`src/rtl/async_fifo_pkg.sv`:
```
// rtl/async_fifo_pkg.sv - shared constants and address-width helper for async_fifo
package async_fifo_pkg;

   localparam int W_DEF = 8;
   localparam int D_DEF = 32;

   // Smallest aw with 2**aw >= depth; exact log2 for the power-of-two depths used here.
   function automatic int addr_width(input int depth);
      int aw;
      aw = 0;
      for (int i = 0; i < 31; i++) begin
         if ((1 << i) < depth) aw = i + 1;
      end
      return aw;
   endfunction

endpackage

```
`src/rtl/async_fifo_mem.sv`:
```
// rtl/async_fifo_mem.sv - DxW register array, one synchronous write port, one registered read port
// Array contents are never reset; only the read register clears.
module async_fifo_mem
   import async_fifo_pkg::*;
#(
   parameter int W  = W_DEF,
   parameter int D  = D_DEF,
   parameter int AW = addr_width(D)
) (
   input  logic          clk,
   input  logic          rst,
   input  logic          i_we,
   input  logic [AW-1:0] i_waddr,
   input  logic [W-1:0]  i_wdata,
   input  logic          i_re,
   input  logic [AW-1:0] i_raddr,
   output logic [W-1:0]  o_rdata
);

   logic [W-1:0] r_mem [D];
   logic [W-1:0] r_rdata;

   always_ff @(posedge clk) begin
      if (i_we) begin
         r_mem[i_waddr] <= i_wdata;
      end
   end

   // Holds the last popped word until the next accepted read.
   always_ff @(posedge clk) begin
      if (rst) begin
         r_rdata <= '0;
      end else if (i_re) begin
         r_rdata <= r_mem[i_raddr];
      end
   end

   assign o_rdata = r_rdata;

endmodule

```
`src/rtl/async_fifo.sv`:
```
// rtl/async_fifo.sv - single-clock FIFO with wrap-bit pointers, full/empty flags, registered read data
// Optional occupancy output `level` when ASYNC_FIFO_LEVEL_EN is defined.
module async_fifo
   import async_fifo_pkg::*;
#(
   parameter int W = W_DEF,
   parameter int D = D_DEF
) (
   input  logic                     clk,
   input  logic                     rst,
   input  logic                     w_en,
   input  logic                     r_en,
   input  logic [W-1:0]             d_in,
   output logic [W-1:0]             d_out,
   output logic                     full,
   output logic                     empty
`ifdef ASYNC_FIFO_LEVEL_EN
   ,
   output logic [addr_width(D):0]   level
`endif
);

   localparam int AW = addr_width(D);

   logic [AW:0] r_wptr;
   logic [AW:0] r_rptr;
   logic        w_wr_acc;
   logic        w_rd_acc;

   // Same low bits with differing wrap bits means the writer is one lap ahead.
   assign empty = (r_wptr == r_rptr);
   assign full  = (r_wptr[AW] != r_rptr[AW]) && (r_wptr[AW-1:0] == r_rptr[AW-1:0]);

   assign w_wr_acc = w_en && !full  && !rst;
   assign w_rd_acc = r_en && !empty && !rst;

   always_ff @(posedge clk) begin
      if (rst) begin
         r_wptr <= '0;
         r_rptr <= '0;
      end else begin
         if (w_wr_acc) r_wptr <= r_wptr + (AW+1)'(1);
         if (w_rd_acc) r_rptr <= r_rptr + (AW+1)'(1);
      end
   end

   async_fifo_mem #(
      .W  (W),
      .D  (D),
      .AW (AW)
   ) u_mem (
      .clk     (clk),
      .rst     (rst),
      .i_we    (w_wr_acc),
      .i_waddr (r_wptr[AW-1:0]),
      .i_wdata (d_in),
      .i_re    (w_rd_acc),
      .i_raddr (r_rptr[AW-1:0]),
      .o_rdata (d_out)
   );

`ifdef ASYNC_FIFO_LEVEL_EN
   assign level = r_wptr - r_rptr;
`endif

endmodule

```
`config.mk`:
```
export PLATFORM = sky130hd
export DESIGN_NAME = async_fifo
export DESIGN_NICKNAME = d
export VERILOG_FILES = /design/src/rtl/async_fifo_pkg.sv /design/src/rtl/async_fifo_mem.sv /design/src/rtl/async_fifo.sv
export SDC_FILE = /design/constraint.sdc
export NUM_CORES = 1
export LEC_CHECK = 0
export CAP_MARGIN = 20
export CORE_MARGIN = 2
export CORE_UTILIZATION = 56
export CTS_CLUSTER_DIAMETER = 60
export DETAILED_ROUTE_END_ITERATION = 8
export PLACE_DENSITY = 0.76
export SYNTH_ARGS = -nofsm -noshare
export SYNTH_HDL_FRONTEND = slang
export SYNTH_SLANG_ARGS = --single-unit
export TNS_END_PERCENT = 50
```
`constraint.sdc`:
```
create_clock -name clk -period 2.1 [get_ports clk]
set_input_delay 0.42 -clock clk [delete_from_list [all_inputs] [get_ports clk]]
set_output_delay 0.42 -clock clk [all_outputs]
set_load 0.01 [all_outputs]
```
# Word-level counts from Yosys, hierarchy flattened
# Memory sizes are Yosys's and may differ from the RTL's. A register that Yosys moved wholly into a read port is not among the register bits.
# Index checks and enable logic that the tools add are counted.
# totals
register_bits	12
latchBits	0
ram_bits	256
romBits	0
inputBits	12
out_inout_bits	10
wordCells	18
mem_count	1
# mem_list
name	depth	width	rd	rd_ports_with_merged_regs	write_ports	line_no	rtl
u_mem.r_mem	32	8	1	1	1	async_fifo_mem.sv:20	logic [W-1:0] r_mem [D];
# op_classes
add_sub_neg	2
multipliers	0
div	0
magnitude_cmp	0
eq_ne	3
n_shift	0
muxes	2
n_bitwise	0
n_reduce_logical	8
# op_table
op	n
6-bit by 1-bit adder with 6-bit output, second input constant	2
6-bit == test	1
5-bit == test	1
1-bit logical AND	5
1-bit logical NOT	3
1-bit two-way mux	2
1-bit inequality test	1

# Longest topological paths before layout
# logic_depth
word_depth	7
depth_mapped	8
ltp_nobuf	5

# Cells and area by module
# Synthesis repeated with hierarchy kept, for this count alone.
# hier_totals
cells_unflattened	674
area_unflattened_um2	11030.6
# by_module_without_submodules
mod	instances	cells_per_inst	area_per_inst_um2	seq_area_each_um2
async_fifo_mem	1	601	10382.5	7847.5
async_fifo	1	73	648.1	240.2

# Worst setup path before layout
# Ideal clock, no wire load.
# synth_path
kind	reg-to-reg
start	register r_rptr[2]
end	memory u_mem.r_mem[30][0] (netlist name) (enable)
arrival_ps	1731
path_slack_ps	-1
path_stages_with_launch	8
n_path_buf	2
synth_period_minus_slack_ps	2101
path_cell_list	dfxtp_1 buf_2 xnor2_2 nand3_2 o31ai_4 or3b_1 buf_2 nor2_1
# synth_between
elab_chain_cells	7
# synth_rtl
element	line_no	rtl
start: declaration	async_fifo.sv:26	logic [AW:0] r_rptr;
start signal: assignment	async_fifo.sv:43	if (w_rd_acc) r_rptr <= r_rptr + (AW+1)'(1);
5-bit == test	async_fifo.sv:32	assign full = (r_wptr[AW] != r_rptr[AW]) && (r_wptr[AW-1:0] == r_rptr[AW-1:0]);
1-bit logical AND	async_fifo.sv:32	
1-bit logical NOT	async_fifo.sv:34	assign w_wr_acc = w_en && !full && !rst;
1-bit logical AND (2 in series)	async_fifo.sv:34	
1-bit two-way mux	async_fifo_mem.sv:24	if (i_we) begin
1-bit two-way mux (implied by the code)	async_fifo_mem.sv:25	r_mem[i_waddr] <= i_wdata;
end: declaration	async_fifo_mem.sv:20	
# Every way passes these cells.

# Worst setup path after layout
# layout_path
start	register r_rptr[0]
end	memory u_mem.r_mem[22][5] (netlist name) (enable)
# The elaborated chain is that of the path after synthesis.

==> reports/metrics.cfg <==
[critical_path]
endpoint=u_mem.r_mem[22][5]$_DFFE_PP_
r2r_cells=8
crit_path_end_kind=register
cp.required_ns=2.33
reg2reg_to=u_mem.r_mem[22][5]$_DFFE_PP_
r2r_slack_ns=0.006
cp.arrival_ns=2.33
reg2reg_from=r_rptr[0]$_SDFFE_PP0P_
crit_start=r_rptr[0]$_SDFFE_PP0P_
crit_fanout=8
worstSetupPathType=register to register
cp-start-kind=register

[route]
drt-initial-drc-count=684
wire_per_inst_um=25.59
ant_nets=0
firstDrtPassIters=5
drc_errors=0
vias=5889
routed_wl_um=24470
routed_via_density=6.160

[synthesis]
synth_warnings=0
ys_seq_elements=276
syn-cell-area_um2=10900
syn_nets=595
synth_enable_flop_cells=256
synth_seq_area_share_pct=74.19
synthArstFlopShare_pct=0
syn_area_per_cell_um2=18.86
synth_cell_types=38
ys.flop_type=edfxtp_1
syn_inst=578

[clock_tree]
clock_path_buffers=3
clock_tree.root_cell=clkbuf_16
cts.clk_slew.worst_paths_ns=0.07
clk_latency_ns=0.53
cts_tree=yes
cts_buffers=26
cts.sinks=276
h-tree-depth=1

[timing]
min_period_over_period_pct=99.72
relSlewSlack_pct=58.03
finalWorstSetupSlack_ns=0.005846
clock_skew_ns=0.01967
holdWs_ns=0.5310
drv_slew=0
grt_setup_unrepaired=yes
finalCriticalPeriod_ns=2.094
setup_viol=0
max_freq_mhz=477.5
final-hold-violation-count=0
setup_tns_ns=0
tightest_slew_ns=0.6272

[floorplan]
die_x_um=143.5
dieHeight_um=143.5
core_um2=19270
num_rows=51
initial_core_util_pct=56.57
die_area_um2=20600
boundaryPins=22

[placed_design]
dp_hpwl_um=14970
gp_congestion=0.8483
dp_cells=904
port_buffers=21
dp_slack_ns=-0.1927
dpl_cell_area_um2=11840

[run]
drv_cap=0

[cells_and_area]
num-fill-cells=1260
layout-drive-gt1-share_pct=29.81
area_delta_synth_final_pct=18.09
diodes=0
fin_area_um2=12870
layoutNonFillerInstCount=956
nets=690

[pwr]
p_leak_nw=4.116
vdd_drop_max_mv=0.6895
p_per_area_nw_per_um2=954.5

[global_route]
antenna_found_initial=0
grt_usage_pct=23.87
grt_max_degree=33
grt_pass1_wl_um=35480
gr-total-overflow=0
grt_pass1_vias=5963

[worst_hold_path]
holdCritPathClass=register to register
holdCritStartpoint=u_mem.o_rdata[4]$_SDFFE_PP0P_

[outcome]
status=completed

-- per-layer routing --
layer | vias up | track usage, % | share of wire, %
met5 | - | 0 | 0
met4 | 0 | 7.792 | 3.5
met3 | 67 | 4.499 | 7.5
met2 | 271 | 39.35 | 49
met1 | 3022 | 32.65 | 40
li1 | 2529 | - | -
-- Yosys cell counts, types with 4 or more instances --
cell / count / share of area, %
a21oi_1: 15 / 0.69
nor2_1: 42 / 1.4
clkbuf_1: 10 / 0.34
o21ai_0: 5 / 0.23
o22ai_1: 8 / 0.46
nand3_1: 6 / 0.28
xnor2_1: 4 / 0.32
buf_1: 4 / 0.14
a32o_1: 8 / 0.73
inv_1: 4 / 0.14
buf_2: 11 / 0.50
edfxtp_1: 256 / 71
a211oi_1: 8 / 0.55
o221ai_1: 8 / 0.64
or3_1: 5 / 0.29
ha_1: 5 / 0.57
dfxtp_1: 20 / 3.7
nand2_1: 21 / 0.72
mux4_2: 48 / 9.9
buf_6: 6 / 0.62
nor2b_1: 5 / 0.29
a22oi_1: 16 / 1.1
mux2i_1: 34 / 3.1
-- worst min-delay path by stage --
stage,to,slack [ns],cells past startpoint
after floorplan,r_wptr[5]$_SDFFE_PP0P_,0.51,2
after global placement,r_wptr[5]$_SDFFE_PP0P_,0.52,2
after detailed placement,u_mem.o_rdata[4]$_SDFFE_PP0P_,0.52,1
after CTS,u_mem.o_rdata[4]$_SDFFE_PP0P_,0.54,1
after global routing,u_mem.o_rdata[3]$_SDFFE_PP0P_,0.55,1
final,u_mem.o_rdata[4]$_SDFFE_PP0P_,0.53,1
-- kinds of logic after synthesis --
family | Yosys count | synth area share, %
DFF | 276 | 74.19
and+or+nand+nor | 93 | 4.029
muxes | 82 | 13.04
AOI/OAI and AO/OA | 73 | 5.096
buffers and inverters | 39 | 2.066
xor gates and xnor gates | 10 | 1.010
adders and majority gates | 5 | 0.5739
-- sequential cells by signal, summed over array words and instances (netlist names) --
| register | count |
|---|---|
| r_wptr | 6 |
| u_mem.r_mem | 256 |
| u_mem.o_rdata | 8 |
| r_rptr | 6 |
-- per-stage QoR --
stage	power (mW)	utilization [%]
after global routing	12.63	66.80
after global placement	7.610	61.43
final	12.29	66.80
after floorplan	7.218	-
after CTS	12.20	66.07
after detailed placement	7.642	61.43
-- power by group --
group	total (mW)	internal [mW]	switching, mW	leakage (nW)
Combinational	1.65	0.835	0.812	1.24
Sequential	6.11	6.06	0.0518	2.47
Clock	4.53	2.62	1.91	0.404
-- final cells by class --
| type | count | area, µm² | share of cell area [%] |
|---|---|---|---|
| sequential | 276 | 8099 | 62.91 |
| multi-input combinational | 263 | 2676 | 20.79 |
| timing repair buffer | 102 | 930.9 | 7.231 |
| clock buffer | 34 | 711.9 | 5.530 |
| tap | 265 | 331.6 | 2.576 |
| clock inverter | 12 | 108.9 | 0.8456 |
| inverter | 4 | 15.01 | 0.1166 |
-- critical path, cell delays in order (launching register included) --
cell     delay [ns]
dfxtp_4        0.37
xnor2_2        0.13
nand2_2        0.09
buf_4          0.15
o31ai_4        0.09
or3b_1         0.40
buf_4          0.22
nor2_1         0.14
buf_4          0.18
-- timing repair --
item | 4_1_cts | 5_1_grt
setup endpoints to repair | 3 | 14
pin swaps | 4 | 4
cloned | 1 | 2
buffers inserted | 3 | 0
gates resized for setup | 14 | 27
hold buffers | 0 | 0
-- cell usage in the layout (no fill, tap or decap), types with 8 or more instances in the layout --
master             n
a21oi_1           13
nand2_1           20
mux2i_1           34
mux4_2            48
a22oi_1           12
a32o_1             8
o22ai_1            8
o221ai_1           8
buf_4             72
dfxtp_1           13
nor2_1            38
clkbuf_16         29
edfxtp_1         256
clkdlybuf4s50_1   19
Power figures use the tool's default switching activity.
